[config.mk]
export PLATFORM = sky130hd
export DESIGN_NAME = load_store_multiple_sequencer
export DESIGN_NICKNAME = d
export VERILOG_FILES = /design/src/rtl/load_store_multiple_sequencer_pkg.sv /design/src/rtl/load_store_multiple_sequencer_lowest_set_bit.sv /design/src/rtl/load_store_multiple_sequencer.sv
export SDC_FILE = /design/constraint.sdc
export NUM_CORES = 1
export LEC_CHECK = 0
export BUFFER_PORTS_ARGS = -buffer_cell sky130_fd_sc_hd__buf_2
export CAP_MARGIN = 20
export CORE_MARGIN = 4
export CORE_UTILIZATION = 35
export CTS_CLUSTER_SIZE = 28
export DETAILED_ROUTE_END_ITERATION = 8
export SLEW_MARGIN = 40
export SYNTH_ARGS = -nofsm -noshare
export SYNTH_HDL_FRONTEND = slang
export SYNTH_SLANG_ARGS = --single-unit
[constraint.sdc]
create_clock -name clk_in -period 8.4 [get_ports clk_in]
set_input_delay 1.26 -clock clk_in [delete_from_list [all_inputs] [get_ports clk_in]]
set_output_delay 1.26 -clock clk_in [all_outputs]
set_load 0.02 [all_outputs]
[src/rtl/load_store_multiple_sequencer_pkg.sv]
// Shared definitions for the load/store-multiple sequencer.
// Holds the width constants, the addressing-mode and FSM state encodings,
// and the byte-enable pattern used for full-word stores.
package load_store_multiple_sequencer_pkg;

    localparam int ADDR_W     = 32;   // memory address and data width
    localparam int REG_ADDR_W = 4;    // register number width
    localparam int TAG_W      = 4;    // instruction tag width
    localparam int W_EN_W     = 4;    // byte write-enable width
    localparam int NUM_REGS   = 16;   // architectural registers

    // Addressing modes of the multiple transfer
    typedef enum logic [1:0] {
        MODE_IA = 2'b00,   // increment after
        MODE_IB = 2'b01,   // increment before
        MODE_DA = 2'b10,   // decrement after
        MODE_DB = 2'b11    // decrement before
    } lsm_mode_e;

    // Sequencer states
    typedef enum logic [1:0] {
        ST_IDLE = 2'b00,
        ST_XFER = 2'b01,
        ST_DONE = 2'b10
    } lsm_state_e;

    // Byte enables for a full-word store beat
    localparam logic [W_EN_W-1:0] W_EN_WORD = 4'b1111;

endpackage

[src/rtl/load_store_multiple_sequencer_lowest_set_bit.sv]
// Lowest-set-bit finder for the register list.
// Ports:
//   vec_in   - register mask, bit i = register i
//   idx_out  - index of the lowest set bit (0 when the mask is empty)
//   none_out - 1 when no bit of vec_in is set
module lsm_lowest_set_bit
    import load_store_multiple_sequencer_pkg::*;
(
    input  logic [NUM_REGS-1:0]   vec_in,
    output logic [REG_ADDR_W-1:0] idx_out,
    output logic                  none_out
);

    // Scan from the top down so the last hit is the lowest set bit.
    always_comb begin
        idx_out  = '0;
        none_out = 1'b1;
        for (int i = NUM_REGS - 1; i >= 0; i--) begin
            if (vec_in[i]) begin
                idx_out  = REG_ADDR_W'(i);
                none_out = 1'b0;
            end
        end
    end

endmodule

[src/rtl/load_store_multiple_sequencer.sv]
// Load/store-multiple sequencer: initiator side of the memory stage.
// Takes one LDM/STM request and emits one word beat per accepted cycle,
// lowest register at the lowest address, then pulses done_out.
// Ports:
//   clk_in, reset_in (async, active-low)
//   start_in, reg_list_in, base_addr_in, rn_addr_in, mode_in, load_in,
//   writeback_in, instr_tag_in           - request from issue logic
//   stall_in                             - memory stage back-pressure
//   reg_rd_addr_out / reg_rd_data_in     - register file read for STM data
//   mem_addr_out, mem_w_en_out, store_data_out, rd_addr_out,
//   instr_tag_out, valid_out, multiple_en_out - current beat
//   rn_addr_out, rn_data_out, rn_wb_en_out    - base writeback (last beat)
//   busy_out, done_out                        - sequencer status
module load_store_multiple_sequencer
    import load_store_multiple_sequencer_pkg::*;
(
    input  logic                  clk_in,
    input  logic                  reset_in,
    input  logic                  start_in,
    input  logic [NUM_REGS-1:0]   reg_list_in,
    input  logic [ADDR_W-1:0]     base_addr_in,
    input  logic [REG_ADDR_W-1:0] rn_addr_in,
    input  logic [1:0]            mode_in,
    input  logic                  load_in,
    input  logic                  writeback_in,
    input  logic [TAG_W-1:0]      instr_tag_in,
    input  logic                  stall_in,
    output logic [REG_ADDR_W-1:0] reg_rd_addr_out,
    input  logic [ADDR_W-1:0]     reg_rd_data_in,
    output logic [ADDR_W-1:0]     mem_addr_out,
    output logic [W_EN_W-1:0]     mem_w_en_out,
    output logic [ADDR_W-1:0]     store_data_out,
    output logic [REG_ADDR_W-1:0] rd_addr_out,
    output logic [TAG_W-1:0]      instr_tag_out,
    output logic                  valid_out,
    output logic                  multiple_en_out,
    output logic [REG_ADDR_W-1:0] rn_addr_out,
    output logic [ADDR_W-1:0]     rn_data_out,
    output logic                  rn_wb_en_out,
    output logic                  busy_out,
    output logic                  done_out
);

    function automatic logic [4:0] popcount(input logic [NUM_REGS-1:0] v);
        logic [4:0] c;
        c = '0;
        for (int i = 0; i < NUM_REGS; i++) begin
            c = c + {4'd0, v[i]};
        end
        return c;
    endfunction

    lsm_state_e          state_q;
    logic [NUM_REGS-1:0] mask_q;        // registers not yet presented
    logic                load_q;
    logic [ADDR_W-1:0]   wb_value_q;
    logic                wb_en_q;

    // One finder serves both the start beat (raw list) and later beats (mask).
    logic [NUM_REGS-1:0]   lsb_vec;
    logic [REG_ADDR_W-1:0] lsb_idx;
    logic                  lsb_none;
    logic [NUM_REGS-1:0]   mask_d;
    logic                  last_d;

    assign lsb_vec = (state_q == ST_IDLE) ? reg_list_in : mask_q;

    lsm_lowest_set_bit u_lsb (
        .vec_in   (lsb_vec),
        .idx_out  (lsb_idx),
        .none_out (lsb_none)
    );

    // The register about to become a beat is read now so its data is
    // captured on the same edge that presents the beat.
    assign reg_rd_addr_out = lsb_idx;
    assign mask_d          = lsb_vec & ~(NUM_REGS'(1) << lsb_idx);
    assign last_d          = (mask_d == '0);

    logic [4:0]        n_regs;
    logic [ADDR_W-1:0] span;
    logic [ADDR_W-1:0] start_addr;
    logic [ADDR_W-1:0] wb_value;
    logic              wb_en_value;

    always_comb begin
        n_regs     = popcount(reg_list_in);
        span       = ADDR_W'({n_regs, 2'b00});
        start_addr = base_addr_in;
        wb_value   = base_addr_in + span;
        case (lsm_mode_e'(mode_in))
            MODE_IA: begin start_addr = base_addr_in;                wb_value = base_addr_in + span; end
            MODE_IB: begin start_addr = base_addr_in + 32'd4;        wb_value = base_addr_in + span; end
            MODE_DA: begin start_addr = base_addr_in - span + 32'd4; wb_value = base_addr_in - span; end
            MODE_DB: begin start_addr = base_addr_in - span;         wb_value = base_addr_in - span; end
            default: begin start_addr = base_addr_in;                wb_value = base_addr_in + span; end
        endcase
        start_addr[1:0] = 2'b00;
        // A load that overwrites the base register wins over writeback.
        wb_en_value = writeback_in & ~(load_in & reg_list_in[rn_addr_in]);
    end

    always_ff @(posedge clk_in or negedge reset_in) begin
        if (!reset_in) begin
            state_q         <= ST_IDLE;
            mask_q          <= '0;
            load_q          <= 1'b0;
            wb_value_q      <= '0;
            wb_en_q         <= 1'b0;
            mem_addr_out    <= '0;
            mem_w_en_out    <= '0;
            store_data_out  <= '0;
            rd_addr_out     <= '0;
            instr_tag_out   <= '0;
            valid_out       <= 1'b0;
            multiple_en_out <= 1'b0;
            rn_addr_out     <= '0;
            rn_data_out     <= '0;
            rn_wb_en_out    <= 1'b0;
            busy_out        <= 1'b0;
            done_out        <= 1'b0;
        end else begin
            case (state_q)
                ST_IDLE: begin
                    done_out <= 1'b0;
                    if (start_in) begin
                        busy_out      <= 1'b1;
                        instr_tag_out <= instr_tag_in;
                        rn_addr_out   <= rn_addr_in;
                        load_q        <= load_in;
                        wb_value_q    <= wb_value;
                        wb_en_q       <= wb_en_value;
                        if (lsb_none) begin
                            // Empty list: no beat, straight to completion.
                            mask_q   <= '0;
                            state_q  <= ST_DONE;
                            done_out <= 1'b1;
                        end else begin
                            state_q         <= ST_XFER;
                            mask_q          <= mask_d;
                            valid_out       <= 1'b1;
                            mem_addr_out    <= start_addr;
                            mem_w_en_out    <= load_in ? '0 : W_EN_WORD;
                            store_data_out  <= load_in ? '0 : reg_rd_data_in;
                            rd_addr_out     <= lsb_idx;
                            multiple_en_out <= ~last_d;
                            rn_data_out     <= last_d ? wb_value : '0;
                            rn_wb_en_out    <= last_d & wb_en_value;
                        end
                    end
                end
                ST_XFER: begin
                    if (!stall_in) begin
                        if (mask_q != '0) begin
                            mask_q          <= mask_d;
                            mem_addr_out    <= mem_addr_out + 32'd4;
                            store_data_out  <= load_q ? '0 : reg_rd_data_in;
                            rd_addr_out     <= lsb_idx;
                            multiple_en_out <= ~last_d;
                            rn_data_out     <= last_d ? wb_value_q : '0;
                            rn_wb_en_out    <= last_d & wb_en_q;
                        end else begin
                            // Last beat accepted.
                            valid_out       <= 1'b0;
                            multiple_en_out <= 1'b0;
                            rn_data_out     <= '0;
                            rn_wb_en_out    <= 1'b0;
                            state_q         <= ST_DONE;
                            done_out        <= 1'b1;
                        end
                    end
                end
                ST_DONE: begin
                    done_out <= 1'b0;
                    busy_out <= 1'b0;
                    mask_q   <= '0;
                    state_q  <= ST_IDLE;
                end
                default: begin
                    state_q <= ST_IDLE;
                end
            endcase
        end
    end

endmodule

==> results <==
- The startpoint identified for the worst hold timing path is store_data_out[4].
- The number of input and output port buffers inserted is 214.
- Hold timing on the final database bottoms out at a slack of 0.4615 ns.
- Setup violations remaining at the end of the flow were counted as 0.
- The number of gates given a new drive strength after cts is 0.
- The share of synthesized area occupied by flip-flops and latches is 32.72%.
- For this run, design rule violations remaining after detail routing come to 0.
- The clock tree skew after final layout is 0.01279 ns.
- The number of buffers inserted to repair setup after CTS is 0.
- The end of the worst hold path is store_data_out[4].
- The switching power summed over all nets is 2472 uW.
- The number of hold violations in the final report is 0.
- The fraction of synthesized cell area taken by the top area cell type is 32.72%.
- The capture instance of the worst register-to-register path is mem_addr_out[7].
- The hold buffer count at CTS is 0.
- The final routed wire length divided by cell count is 20.75 um.
- The biggest area contributor in the post-synthesis netlist is dfrtp_1.
- Measured against its own limit, the worst slew margin works out to 44.22%.
- By area the synthesized netlist is led by dfrtp_1 (33%), nand2_1 (6.5%), mux2_2 (4.3%).
- At the later pin of the worst-skew pair, clock insertion delay measures 0.45 ns.
- The area of the mapped netlist is 0.01254 mm2.
- The first global-routing pass estimated 69440 um of wire.
- In the finished design, the share of the clock period the worst path needs comes to 85.90%.
- The chip height is 197.3 um.
- In this run the mean area of a mapped cell was 8.301 um2.
- The residual antenna-violating net count after detailed routing is 0.
- The startpoint identified for the worst register-to-register timing path is state_q[0].
- The fraction of power spent switching nets is 48.52%.
- For this run the aggregate overflow at the end of global routing stands at 0.
- The run finished with clean final reports.
- In the synthesized netlist, the number of instances is 1511.
- The count of final max-slew check failures is 0.
- For this run, the detailed router's first-pass iteration total came to 5.
- The initial standard-cell utilization of the core is 35.35%.
- The share of async-settable or async-resettable flops after synthesis is 100.0%.
- Counting the buffers created by CTS gives 17.
- The pin count of the biggest net entering global routing is 96.
- For this block, the routed nets add up to 44280 um of wire.
- The final weighted congestion in routability-driven placement is 0.9460.
- The clock-pin transition on the worst setup and hold timing paths is 0.06 ns.
- The clock network burns 17.1% of the power.
- After routing, the total negative slack on setup checks comes to 0 ns.
- The upper clock frequency limit is 0.1386 GHz.
- Cell internal power was estimated by the tool at 2623 uW.
- After floorplanning, the core was divided into 69 placement rows.
- In this run the worst hold path is classified as flop to flop.
- The number of maximum-capacitance violations is 0.
- The synthesized design contains 0 enable-type register cells.
- Compared with the post-synthesis result, the final layout area differs by 16.45%.
- For this design the static power due to leakage is 0.006351 uW.
- The time the worst path needs with I/O delays and setup is 7.216 ns.
- The start-to-end type of the worst setup path is input port to flop.
- The required time of the critical path is 8.69 ns.
- TritonCTS built the clock tree.
- The vias after detailed routing is 12420.
- The post-route netlist has 22.41% of its cells at a drive strength greater than 1.
- For the pin with the worst max-slew slack, the measured transition is 0.8350 ns.
- The data arrival time of the critical path is 7.51 ns.
- The register share of total power is 25.8%.
- The number of top-level pins is 217.
- The layout filler cell count is 3657.
- Global routing used 22.41% of the available tracks.
- The clock drives 164 sinks.
- In this run the power density over the cells is 348.8 mW/mm2.
- The number of global-route vias before repair was 12150.
- The die boundary width is 197.3 um.
- The half-perimeter wire length of the detailed placement result is 33310 um.
- The commonest register cell after synthesis is dfrtp_1.
- The detailed router finished its first iteration with 885 violations.
- Combinational cells account for 57.1% of the total power.
- In this run the worst path has a maximum fanout of 12.
- 0 antenna diodes ended up in the layout.
- Yosys printed 0 warnings.
- Across all register-to-register paths, the minimum setup slack is 3.82 ns.
- The worst setup path is captured at a flop.
- In this run the standard cell core region covers 0.03548 mm2.
- The mean number of vias per cell is 5.822.
- The element type at the critical path start is an input port.
- The buffer cell driving the clock tree root is clkbuf_16.
- The final-stage net count is 1791.
- The die covers 0.03893 mm2.
- The initial antenna violation count is 4.
- The worst voltage drop across the vdd grid is 0.2019 mV.
- The clock tree synthesis step divided the H-tree into 4 levels.
- The number of cells on the worst reg-to-reg path is 12.
- Synthesis inferred 164 register bits.
- The number of different library cells used by synthesis comes to 88.
- Counting instances, the worst hold path has a depth of 2.
- Setup repair after global routing left no endpoint under its margin.
- The clock passes through at most 2 buffers.
cell families (layout without fill, tap and decap cells):
group                      after synthesis  after routing  synth area share [%]
DFF                                    164            164                 32.72
buffers and inverters                  165            326                 5.586
adders and majority gates               35             35                 4.210
and+or+nand+nor                        600            600                 23.68
AOI/OAI and AO/OA                      393            393                 21.36
muxes                                   76             76                 7.042
other                                    1              2               0.02990
xor gates and xnor gates                77             77                 5.377
metrics by stage:
step                power [uW]  worst slack (ns)  cells  utilization, %  instance area, um2
floorplan                 3364             1.564   1512               -               12550
global placement          4166            0.8862   2099           39.17               13900
CTS                       5108             1.246   2132           41.03               14560
finish                    5095             1.184   2134           41.17               14610
global route              5462            0.8802   2134           41.17               14610
detailed placement        4218            0.7879   2100           39.23               13920
power by group through the flow:
stage               clock (uW)  sequential [uW]  combinational, uW
finish                     869             1310               2910
global route               926             1360               3180
CTS                        893             1310               2910
detailed placement           0             1320               2900
global placement             0             1320               2850
floorplan                    0             1460               1900
routing by layer:
metal / wire (um) / vias up / global-route usage (%)
met5: 54 / - / 0
met2: 22260 / 414 / 38.98
met4: 1083 / 8 / 6.497
met3: 2240 / 66 / 3.599
li1: - / 5779 / -
met1: 18650 / 6157 / 28.82
worst max-delay path, stage by stage:
cell and delay (ns):
buf_2 0.11, inv_1 0.07, fa_1 0.56, fa_1 0.44, fa_1 0.48, fa_1 0.49
inv_1 0.04, ha_1 0.20, fa_1 0.42, a21o_1 0.17, and2_1 0.18, ha_1 0.59
nor4_4 0.14, buf_4 0.21, nor4_4 0.34, or4b_4 0.55, a211oi_2 0.45, nand4_1 0.24
xnor2_1 0.20, a211oi_1 0.27, a221oi_1 0.09
area by class of cell:
cell class                      count  area (um2)  share of cell area (%)
Timing Repair Buffer              237        1285                   8.797
Inverter                           57       214.0                   1.465
Clock inverter                     15       212.7                   1.456
Tap cell                          461       576.8                   3.949
Sequential cell                   164        4104                   28.10
Multi-Input combinational cell   1183        7789                   53.32
Clock buffer                       17       425.4                   2.912
cells in the final DEF, fill, tap and decap left out, types with 6 or more instances in the layout:
| cell type | count |
|---|---|
| xor2_1 | 28 |
| o31ai_1 | 7 |
| mux2i_1 | 22 |
| a211oi_1 | 17 |
| and2_1 | 15 |
| nor3_2 | 6 |
| a32o_1 | 11 |
| o22ai_1 | 18 |
| nand2_1 | 215 |
| nor2b_1 | 16 |
| inv_1 | 54 |
| dfrtp_1 | 164 |
| nand3_1 | 77 |
| nand4_1 | 22 |
| nor4_1 | 17 |
| nor3_1 | 42 |
| or2_2 | 10 |
| mux2_2 | 48 |
| clkbuf_16 | 17 |
| fa_1 | 12 |
| buf_4 | 20 |
| xnor2_1 | 49 |
| a21o_1 | 21 |
| nor3b_1 | 10 |
| a31oi_1 | 25 |
| o21a_1 | 8 |
| o21ai_0 | 96 |
| inv_6 | 8 |
| a22oi_1 | 35 |
| ha_1 | 22 |
| or3_1 | 9 |
| and3_1 | 14 |
| buf_2 | 213 |
| a21oi_1 | 62 |
| nand2b_1 | 10 |
| nor2_1 | 104 |
| o211ai_1 | 14 |
| a221oi_1 | 10 |
state kept, by name (all words and copies together) (netlist names):
signal	flops
rd_addr_out	4
rn_data_out	32
multiple_en_out	1
store_data_out	32
wb_en_q	1
mem_w_en_out	1
instr_tag_out	4
valid_out	1
rn_addr_out	4
wb_value_q	32
mask_q	16
rn_wb_en_out	1
done_out	1
mem_addr_out	30
load_q	1
busy_out	1
state_q	2
cell usage after synthesis, types with 5 or more instances:
cell and instances:
a211oi_1 17, nor4_1 19, o21ai_0 96, a21oi_1 62, xor2_1 28, buf_2 26, a22oi_1 35, nor3b_1 10
a221oi_1 10, o211ai_1 14, buf_4 7, o21a_1 8, mux4_2 5, clkbuf_1 68, and2_1 16, a32oi_1 5
a21o_1 21, ha_1 23, a31oi_1 25, nor2b_1 16, or2_2 10, nor3_1 43, nand4_1 22, nor2_1 104
mux2_2 48, o22ai_1 18, xnor2_1 49, nand3_1 77, o31ai_1 7, inv_1 54, fa_1 12, nor3_2 5
and3_1 14, dfrtp_1 164, nand2b_1 10, nand2_1 217, mux2i_1 23, or3_1 9, a32o_1 11
how the worst max path moves through the flow:
stage	from	to	slack, ns	cells past startpoint
2_1_floorplan	reg_list_in[0]	mem_addr_out[30]	1.56	21
3_3_place_gp	reg_list_in[0]	mem_addr_out[30]	0.89	20
3_5_place_dp	reg_list_in[0]	mem_addr_out[25]	0.79	20
4_1_cts	reg_list_in[0]	mem_addr_out[25]	1.25	20
5_1_grt	reg_list_in[0]	mem_addr_out[30]	0.88	21
6_report	reg_list_in[0]	mem_addr_out[25]	1.18	21
Note: power is estimated with default switching activity, not from simulation.
